<file path="config.mk">
export PLATFORM = sky130hd
export DESIGN_NAME = seg7_scan_ctrl
export DESIGN_NICKNAME = d
export VERILOG_FILES = /design/src/rtl/seg7_scan_ctrl.sv
export SDC_FILE = /design/constraint.sdc
export NUM_CORES = 1
export LEC_CHECK = 0
export ABC_CLOCK_PERIOD_IN_PS = 5000
export BUFFER_PORTS_ARGS = -buffer_cell sky130_fd_sc_hd__buf_2
export CAP_MARGIN = 25
export CORE_ASPECT_RATIO = 0.5
export CORE_MARGIN = 2
export CORE_UTILIZATION = 50
export DETAILED_ROUTE_END_ITERATION = 12
export HOLD_SLACK_MARGIN = 0.06
export PLACE_DENSITY = 0.7
export SYNTH_ARGS = -nofsm -noshare
export SYNTH_HDL_FRONTEND = slang
export SYNTH_SLANG_ARGS = --single-unit
</file>
<file path="constraint.sdc">
create_clock -name clk -period 5 [get_ports clk]
set_input_delay 0.5 -clock clk [delete_from_list [all_inputs] [get_ports clk]]
set_output_delay 0.5 -clock clk [all_outputs]
set_load 0.02 [all_outputs]
</file>
<file path="src/rtl/seg7_scan_ctrl.sv">
// rtl/seg7_scan_ctrl.sv - multiplexed seven-segment scan controller, optional PWM dimming via SEG7_DIMMING_EN
module seg7_scan_ctrl #(
    parameter int DIGITS       = 8,
    parameter int CLK_FREQ_HZ  = 25_000_000,
    parameter int SLOT_HZ      = 1000,
    parameter int GUARD_CYCLES = 4,
    parameter bit ACTIVE_LOW   = 1'b1
) (
    input  logic                  clk,
    input  logic                  rstn,
    input  logic [4*DIGITS-1:0]   i_value,
    input  logic [DIGITS-1:0]     i_dp,
    input  logic [DIGITS-1:0]     i_blank,
    input  logic                  i_load,
    input  logic [3:0]            i_bright,
    output logic [DIGITS-1:0]     o_an,
    output logic [6:0]            o_seg,
    output logic                  o_dp,
    output logic                  o_frame,
    output logic                  o_busy
);

    localparam int SLOT_CYCLES = CLK_FREQ_HZ / SLOT_HZ;
    localparam int PCNT_W      = $clog2(SLOT_CYCLES);
    localparam int IDX_W       = (DIGITS > 1) ? $clog2(DIGITS) : 1;
    localparam logic [PCNT_W-1:0] PCNT_LAST = PCNT_W'(SLOT_CYCLES - 1);
    localparam logic [PCNT_W-1:0] GUARD_END = PCNT_W'(GUARD_CYCLES);
    localparam logic [IDX_W-1:0]  IDX_LAST  = IDX_W'(DIGITS - 1);

    logic [1:0]          rst_sync_q;
    logic                rst_n_int;
    logic [PCNT_W-1:0]   pcnt_q, pcnt_d;
    logic [IDX_W-1:0]    idx_q, idx_d;
    logic                slot_end, wrap, gate_open, lit;
    logic [4*DIGITS-1:0] pend_value_q, act_value_q;
    logic [DIGITS-1:0]   pend_dp_q, pend_blank_q, act_dp_q, act_blank_q;
    logic                pend_valid_q;
    logic [3:0]          nibble;
    logic [6:0]          hex;
    logic [DIGITS-1:0]   an_d, an_q;
    logic [6:0]          seg_d, seg_q;
    logic                dp_d, dp_q, frame_q;

    // Reset asserts immediately, releases two clocks after rstn rises
    always_ff @(posedge clk or negedge rstn) begin
        if (!rstn) rst_sync_q <= 2'b00;
        else       rst_sync_q <= {rst_sync_q[0], 1'b1};
    end
    assign rst_n_int = rst_sync_q[1];

    // Slot prescaler and digit index next-state
    always_comb begin
        slot_end = (pcnt_q == PCNT_LAST);
        wrap     = slot_end && (idx_q == IDX_LAST);
        pcnt_d   = slot_end ? '0 : pcnt_q + PCNT_W'(1);
        idx_d    = idx_q;
        if (slot_end) idx_d = wrap ? '0 : idx_q + IDX_W'(1);
    end

    // Scan position registers
    always_ff @(posedge clk or negedge rst_n_int) begin
        if (!rst_n_int) begin
            pcnt_q <= '0;
            idx_q  <= '0;
        end else begin
            pcnt_q <= pcnt_d;
            idx_q  <= idx_d;
        end
    end

`ifdef SEG7_DIMMING_EN
    logic [3:0] pwm_q, bright_q;
    // PWM phase restarts every slot; brightness is latched only at period boundaries
    always_ff @(posedge clk or negedge rst_n_int) begin
        if (!rst_n_int) begin
            pwm_q    <= 4'd0;
            bright_q <= 4'hF;
        end else begin
            pwm_q <= slot_end ? 4'd0 : pwm_q + 4'd1;
            if (slot_end || pwm_q == 4'hF) bright_q <= i_bright;
        end
    end
    assign gate_open = (pwm_q <= bright_q);
`else
    logic unused_bright;
    assign unused_bright = ^i_bright;
    assign gate_open     = 1'b1;
`endif

    // Double buffer: loads land in pending, commit to active only at frame wrap
    always_ff @(posedge clk or negedge rst_n_int) begin
        if (!rst_n_int) begin
            pend_value_q <= '0;
            pend_dp_q    <= '0;
            pend_blank_q <= '1;
            pend_valid_q <= 1'b0;
            act_value_q  <= '0;
            act_dp_q     <= '0;
            act_blank_q  <= '1;
        end else begin
            if (wrap && pend_valid_q) begin
                act_value_q <= pend_value_q;
                act_dp_q    <= pend_dp_q;
                act_blank_q <= pend_blank_q;
            end
            if (i_load) begin
                pend_value_q <= i_value;
                pend_dp_q    <= i_dp;
                pend_blank_q <= i_blank;
                pend_valid_q <= 1'b1;
            end else if (wrap) begin
                pend_valid_q <= 1'b0;
            end
        end
    end

    // Hex decode and lit qualification for the current digit
    always_comb begin
        nibble = act_value_q[{idx_q, 2'b00} +: 4];
        case (nibble)
            4'h0: hex = 7'b1111110;
            4'h1: hex = 7'b0110000;
            4'h2: hex = 7'b1101101;
            4'h3: hex = 7'b1111001;
            4'h4: hex = 7'b0110011;
            4'h5: hex = 7'b1011011;
            4'h6: hex = 7'b1011111;
            4'h7: hex = 7'b1110000;
            4'h8: hex = 7'b1111111;
            4'h9: hex = 7'b1111011;
            4'hA: hex = 7'b1110111;
            4'hB: hex = 7'b0011111;
            4'hC: hex = 7'b1001110;
            4'hD: hex = 7'b0111101;
            4'hE: hex = 7'b1001111;
            default: hex = 7'b1000111;
        endcase
        lit   = (pcnt_q >= GUARD_END) && !act_blank_q[idx_q] && gate_open;
        an_d  = (lit ? (DIGITS'(1) << idx_q) : '0) ^ {DIGITS{ACTIVE_LOW}};
        seg_d = (lit ? hex : 7'd0) ^ {7{ACTIVE_LOW}};
        dp_d  = (lit & act_dp_q[idx_q]) ^ ACTIVE_LOW;
    end

    // Registered pin drivers
    always_ff @(posedge clk or negedge rst_n_int) begin
        if (!rst_n_int) begin
            an_q    <= {DIGITS{ACTIVE_LOW}};
            seg_q   <= {7{ACTIVE_LOW}};
            dp_q    <= ACTIVE_LOW;
            frame_q <= 1'b0;
        end else begin
            an_q    <= an_d;
            seg_q   <= seg_d;
            dp_q    <= dp_d;
            frame_q <= wrap;
        end
    end

    assign o_an    = an_q;
    assign o_seg   = seg_q;
    assign o_dp    = dp_q;
    assign o_frame = frame_q;
    assign o_busy  = pend_valid_q;

endmodule

</file>
# [After elaboration in Yosys (flattened, before gate mapping)]
# Memory sizes are Yosys's and may differ from the RTL's.
# Cells that the tools add are included.
[word_totals] memories=1 output_inout_bits=18 regBits=134 input_bits=55 word_cells=42 romBits=112
[classes] muxes=10 n_reduce_logical=5 bitwise_logic=4 shift=2 n_addsub=2 order_cmp=2 eq_ne=2
[mem_list] name="(no name shown)" words=16 word_bits=7 rd=1 rd_ports_with_merged_regs=0 wr=0 line_no="120" rtl="case (nibble)"
[ops] operator="32-bit by 6-bit variable part select with 4-bit output" n=1
[ops] operator="15-bit by 1-bit adder with 15-bit output, second input constant" n=1
[ops] operator="15-bit == test, second input constant" n=1
[ops] operator="15-bit by 3-bit >= comparator with 1-bit output, second input constant" n=1
[ops] operator="15-bit 2-to-1 mux" n=1
[ops] operator="8-bit 2-to-1 mux" n=1
[ops] operator="8-bit NOT" n=1
[ops] operator="1-bit by 3-bit left shift with 8-bit output, first input constant" n=1
[ops] operator="7-bit 2-to-1 mux" n=1
[ops] operator="7-bit NOT" n=1
[ops] operator="1-bit binary-select mux with 3-bit select" n=2
[ops] operator="3-bit by 4-bit < comparator with 1-bit output, second input constant" n=1
[ops] operator="1-bit 2-to-1 mux" n=4
[ops] operator="3-bit by 1-bit adder with 3-bit output, second input constant" n=1
[ops] operator="3-bit == test, second input constant" n=1
[ops] operator="1-bit logical AND" n=3
[ops] operator="3-bit 2-to-1 mux" n=1
[ops] operator="2-bit nonzero test" n=1
[ops] operator="1-bit bitwise AND" n=1
[ops] operator="1-bit logical NOT" n=1
[ops] operator="1-bit NOT" n=1

# [Depth between registers and ports, before layout]
[depth] word_depth=6 mapped_depth=10 ltp_nobuf=8

# [Worst setup path after synthesis]
# OpenSTA, ideal clock, no wires.
[synth_timing] path_kind="reg-to-reg" start="register idx_q[0]" end="register seg_q[3] (netlist: o_seg[3])" path_buffers=2 slack_ns=2.561 required_time_ns=4.913 arrival_ns=2.352 setup_ns=0.087 period_less_slack_ns=2.439 path_stages_with_launch=11 path_cell_list="dfrtp_1 > buf_2 > buf_4 > mux4_2 > mux2i_1 > inv_1 > ha_1 > inv_1 > nor3_1 > a211oi_1 > o21ai_0"
[synth_via] elab_chain_len=6 word_cells_on_any_way=8 cone_classes="1 x shift; 3 x mux; 1 x bitwise; 2 x reduce/logical; 1 x memory"
[synth_lines] item="start, declared" line_no="33" rtl="logic [IDX_W-1:0] idx_q, idx_d;"
[synth_lines] item="start signal, assigned" line_no="67" rtl="idx_q <= idx_d;"
[synth_lines] item="branches (longest 4 deep; another with memory 16 x 7 bit)"
[synth_lines] item="7-bit 2-to-1 mux *" line_no="140" rtl="seg_d = (lit ? hex : 7'd0) ^ {7{ACTIVE_LOW}};"
[synth_lines] item="7-bit NOT (no line) *"
[synth_lines] item="via seg_d[3]" line_no="41" rtl="logic [6:0] seg_d, seg_q;"
[synth_lines] item="end signal, assigned" line_no="148" rtl="seg_q <= {7{ACTIVE_LOW}};"
[synth_lines] item="end signal, assigned" line_no="153" rtl="seg_q <= seg_d;"
[synth_lines] item="end, declared" line_no="41"
# Mark *: on every way through the listed nets, which the timed path passes. The select of a mux whose other input is x is not followed.
# A chain may end at the register's enable or synchronous reset.

# [Worst setup path in the final report]
[layout_timing] start="register pcnt_q[10]" end="register act_value_q[31]"
[layout_via] elab_chain_len=3
[layout_lines] item="start, declared" line_no="32" rtl="logic [PCNT_W-1:0] pcnt_q, pcnt_d;"
[layout_lines] item="start signal, assigned" line_no="66" rtl="pcnt_q <= pcnt_d;"
[layout_lines] item="15-bit == test" line_no="53" rtl="slot_end = (pcnt_q == PCNT_LAST);"
[layout_lines] item="1-bit logical AND" line_no="54" rtl="wrap = slot_end && (idx_q == IDX_LAST);"
[layout_lines] item="1-bit logical AND" line_no="101" rtl="if (wrap && pend_valid_q) begin"
[layout_lines] item="end signal, assigned" line_no="102" rtl="act_value_q <= pend_value_q;"
[layout_lines] item="end, declared" line_no="35" rtl="logic [4*DIGITS-1:0] pend_value_q, act_value_q;"
# Every way passes these cells.

==> results.sh <==
export IMPL_status="finished clean"
export IMPL_wire_per_inst_um=15.75
export IMPL_finalWirelength_um=10110
export IMPL_cp_max_fo=48
export IMPL_synthesis_area_mm2=0.005824
export IMPL_tightest_slew_ps=802.9
export IMPL_clk_latency_ps=410
export IMPL_regArea_mm2=0.003397
export IMPL_instances_no_fill=642
export IMPL_fp_dieArea_mm2=0.01258
export IMPL_initial_core_util_pct=52.09
export IMPL_route_detailed_drc=0
export IMPL_p_per_area_mw_per_mm2=360.3
export IMPL_synth_area_leader_cell="dfrtp_1"
export IMPL_core_area_mm2=0.01118
export IMPL_cts_buffer_depth=2
export IMPL_worstHoldPathType="register to asynchronous set/reset pin"
export IMPL_worstPathArrival_ps=3350
export IMPL_final_antenna_net_count=0
export IMPL_final_min_clock_period_ps=3063
export IMPL_grt_max_degree=51
export IMPL_holdWs_ps=307.2
export IMPL_cts_tree="yes"
export IMPL_rows=27
export IMPL_nFillCells=856
export IMPL_dp_cells=609
export IMPL_syn_area_per_cell_um2=14.78
export IMPL_start_kind="register"
export IMPL_ys_ff_latch=134
export IMPL_worstSetupEndpointType="register"
export IMPL_grt_overflow_total=0
export IMPL_grt_use_total_pct=18.32
export IMPL_final_max_slew_viol_count=0
export IMPL_synthDistinctLibCells=44
export IMPL_postSynthCellCount=394
export IMPL_cts_htree_levels=4
export IMPL_die_height_um=80.32
export IMPL_finalNetCount=539
export IMPL_yosysSeqAreaShare_pct=58.26
export IMPL_area_growth_pct=18.71
export IMPL_max_freq_ghz=0.3265
export IMPL_dr_first_iter_drc_count=185
export IMPL_required_ps=5280
export IMPL_ys_warnings_count=0
export IMPL_setup_tns_ps=0
export IMPL_p_leak_nw=3.208
export IMPL_dr_total_vias=3307
export IMPL_vdd_drop_max_uv=253.6
export IMPL_firstDrtPassIters=4
export IMPL_clk_pin_slew_ps=50
export IMPL_first_global_vias=3414
export IMPL_drive_gt1_share_pct=50.72
export IMPL_finalSetupViolCount=0
export IMPL_cts_buffers=17
export IMPL_port_buffers=68
export IMPL_vias_per_cell=5.151
export IMPL_fin_crit_sh_pct=61.26
export IMPL_synth_top_cell_area_share_pct=43.82
export IMPL_multi_input_area_mm2=0.002267
export IMPL_maxCapViolCount=0
export IMPL_relSlewSlack_pct=46.07
export IMPL_ioPinCount=73
export IMPL_syn_nets=463
export IMPL_diodes=0
export IMPL_critPathKind="register to register"
export IMPL_hold_violations=0
export IMPL_grt_pass1_wl_um=17220
export IMPL_hpwlAfterDp_um=6687
export IMPL_finClkSkew_ps=11.95
export IMPL_place_ws_ps=1993
export IMPL_synth_area_leaders="dfrtp_1 (44%), mux2_2 (15%), dfstp_2 (14%)"
export IMPL_clock_sinks=134
export IMPL_gp_congestion=0.8322
export IMPL_die_w_um=156.6
export IMPL_antenna_found_initial=0
export IMPL_root_buffer="clkbuf_16"
export IMPL_rsz0062_at_grt="no"
export IMPL_fin_ws_ps=1937
[final cells by class]
cell class | instances | share of cell area [%]
repair buffers | 73 | 5.972
clock inverters | 9 | 1.810
multi-input cells | 232 | 32.79
inverters | 12 | 0.6515
well taps | 159 | 2.877
clock buffers | 23 | 6.768
flip-flops and latches | 134 | 49.13
[power by group]
part           switching, W  internal, W  total (W)  leakage [nW]
logic             0.0000373    0.0000532  0.0000905          1.27
registers         0.0000248      0.00113    0.00116          1.65
clock network      0.000437     0.000807    0.00124         0.287
total              0.000500      0.00199    0.00249          3.21
[synthesized netlist by cell type, drive strengths merged]
cell and instances:
a21oi 1, a211oi 2, nor3 6, clkbuf 3, and3 3, o41a 1, dfstp 32, a22o 1
o31ai 1, ha 14, buf 13, nand3 11, xor2 10, or2 1, o21ai 4, mux2 98
nor2 14, nor2b 2, or3 1, a21o 1, nand2 24, nor4 3, mux4 10, o221ai 4
or4 1, o211ai 2, and2 1, dfrtp 102, o22ai 1, xnor2 3, conb 1, mux2i 10
nand2b 1, inv 12
[state kept, by name, indices dropped and copies added (netlist names), 2 cells and up]
| register | flops |
|---|---|
| rst_sync_q | 2 |
| o_seg | 7 |
| act_value_q | 32 |
| idx_q | 3 |
| act_dp_q | 8 |
| pend_blank_q | 8 |
| pend_value_q | 32 |
| pcnt_q | 15 |
| o_an | 8 |
| act_blank_q | 8 |
| pend_dp_q | 8 |
[metal layers]
layer	up-vias	part of all wire (%)	track usage [%]
met5	-	0	0
met3	11	4.1	4.911
met2	66	46	28.99
met4	0	0.80	6.239
li1	1542	-	-
met1	1688	49	24.72
[worst max-delay path, cell delays in order (launching register included)]
cell and delay [ps]:
dfrtp_1 420, nor4_1 330, nand2_1 160, nor4_4 760
and3_4 790, mux2_2 420
[placed cells by master, fill, tap and decap left out, types with 3 or more instances in the layout]
master / Yosys / routed
mux2_4: 19 / 19
nor2_1: 14 / 14
nand2_1: 24 / 24
mux4_2: 10 / 10
o221ai_1: 4 / 4
mux2_2: 78 / 78
clkinv_2: 0 / 4
buf_2: 3 / 68
dfrtp_1: 102 / 101
nor3_1: 6 / 6
xor2_1: 10 / 10
inv_1: 11 / 11
bufinv_16: 0 / 3
o21ai_0: 4 / 4
clkbuf_16: 0 / 17
clkbuf_1: 3 / 4
ha_1: 14 / 14
mux2i_1: 9 / 9
xnor2_1: 3 / 3
nand3_1: 11 / 11
dfstp_2: 32 / 32
[worst paths after layout]
check                           slack [ps]                     endpoint                     from  cells past startpoint
max in group asynchronous             3720            o_an[1]$_DFF_PN1_  rst_sync_q[1]$_DFF_PN0_                      1
worst min register to register         310  act_value_q[29]$_DFFE_PN0P_  rst_sync_q[1]$_DFF_PN0_                      0
worst max register to register        1940  act_value_q[31]$_DFFE_PN0P_     pcnt_q[10]$_DFF_PN0_                      5
worst min-delay path                   310  act_value_q[29]$_DFFE_PN0P_  rst_sync_q[1]$_DFF_PN0_                      0
worst max-delay path                  1940  act_value_q[31]$_DFFE_PN0P_     pcnt_q[10]$_DFF_PN0_                      5
min in group clk                       320  pend_blank_q[0]$_DFFE_PN1P_               i_blank[0]                      2
[stage by stage]
stage | utilization, % | total power, W | instance area [um^2]
finish | 61.83 | 0.002491 | 6914
global route | 61.83 | 0.002591 | 6914
CTS | 61.83 | 0.002516 | 6914
detailed placement | 56.44 | 0.001267 | 6311
global placement | 56.01 | 0.001259 | 6264
floorplan | - | 0.001224 | 5824
[repair_timing]
action,4_1_cts,5_1_grt
resized for setup,0,0
endpoints found under the hold margin,2,0
hold buffers,1,0
setup buffers,0,0
[logic make-up (layout without fill, tap and decap cells)]
| logic type | Yosys count | in the layout | share of synthesized area [%] |
|---|---|---|---|
| flip-flops | 134 | 134 | 58.26 |
| multiplexers | 118 | 118 | 25.97 |
| AND/OR/NAND/NOR | 68 | 68 | 5.672 |
| buffers and inverters | 28 | 117 | 2.814 |
| AO/OA/AOI/OAI | 18 | 18 | 2.256 |
| adder cells (fa/ha/maj) | 14 | 14 | 3.008 |
| XOR/XNOR | 13 | 13 | 1.955 |
| other | 1 | 1 | 0.06439 |
No activity file was read; power rests on OpenSTA's default activity.
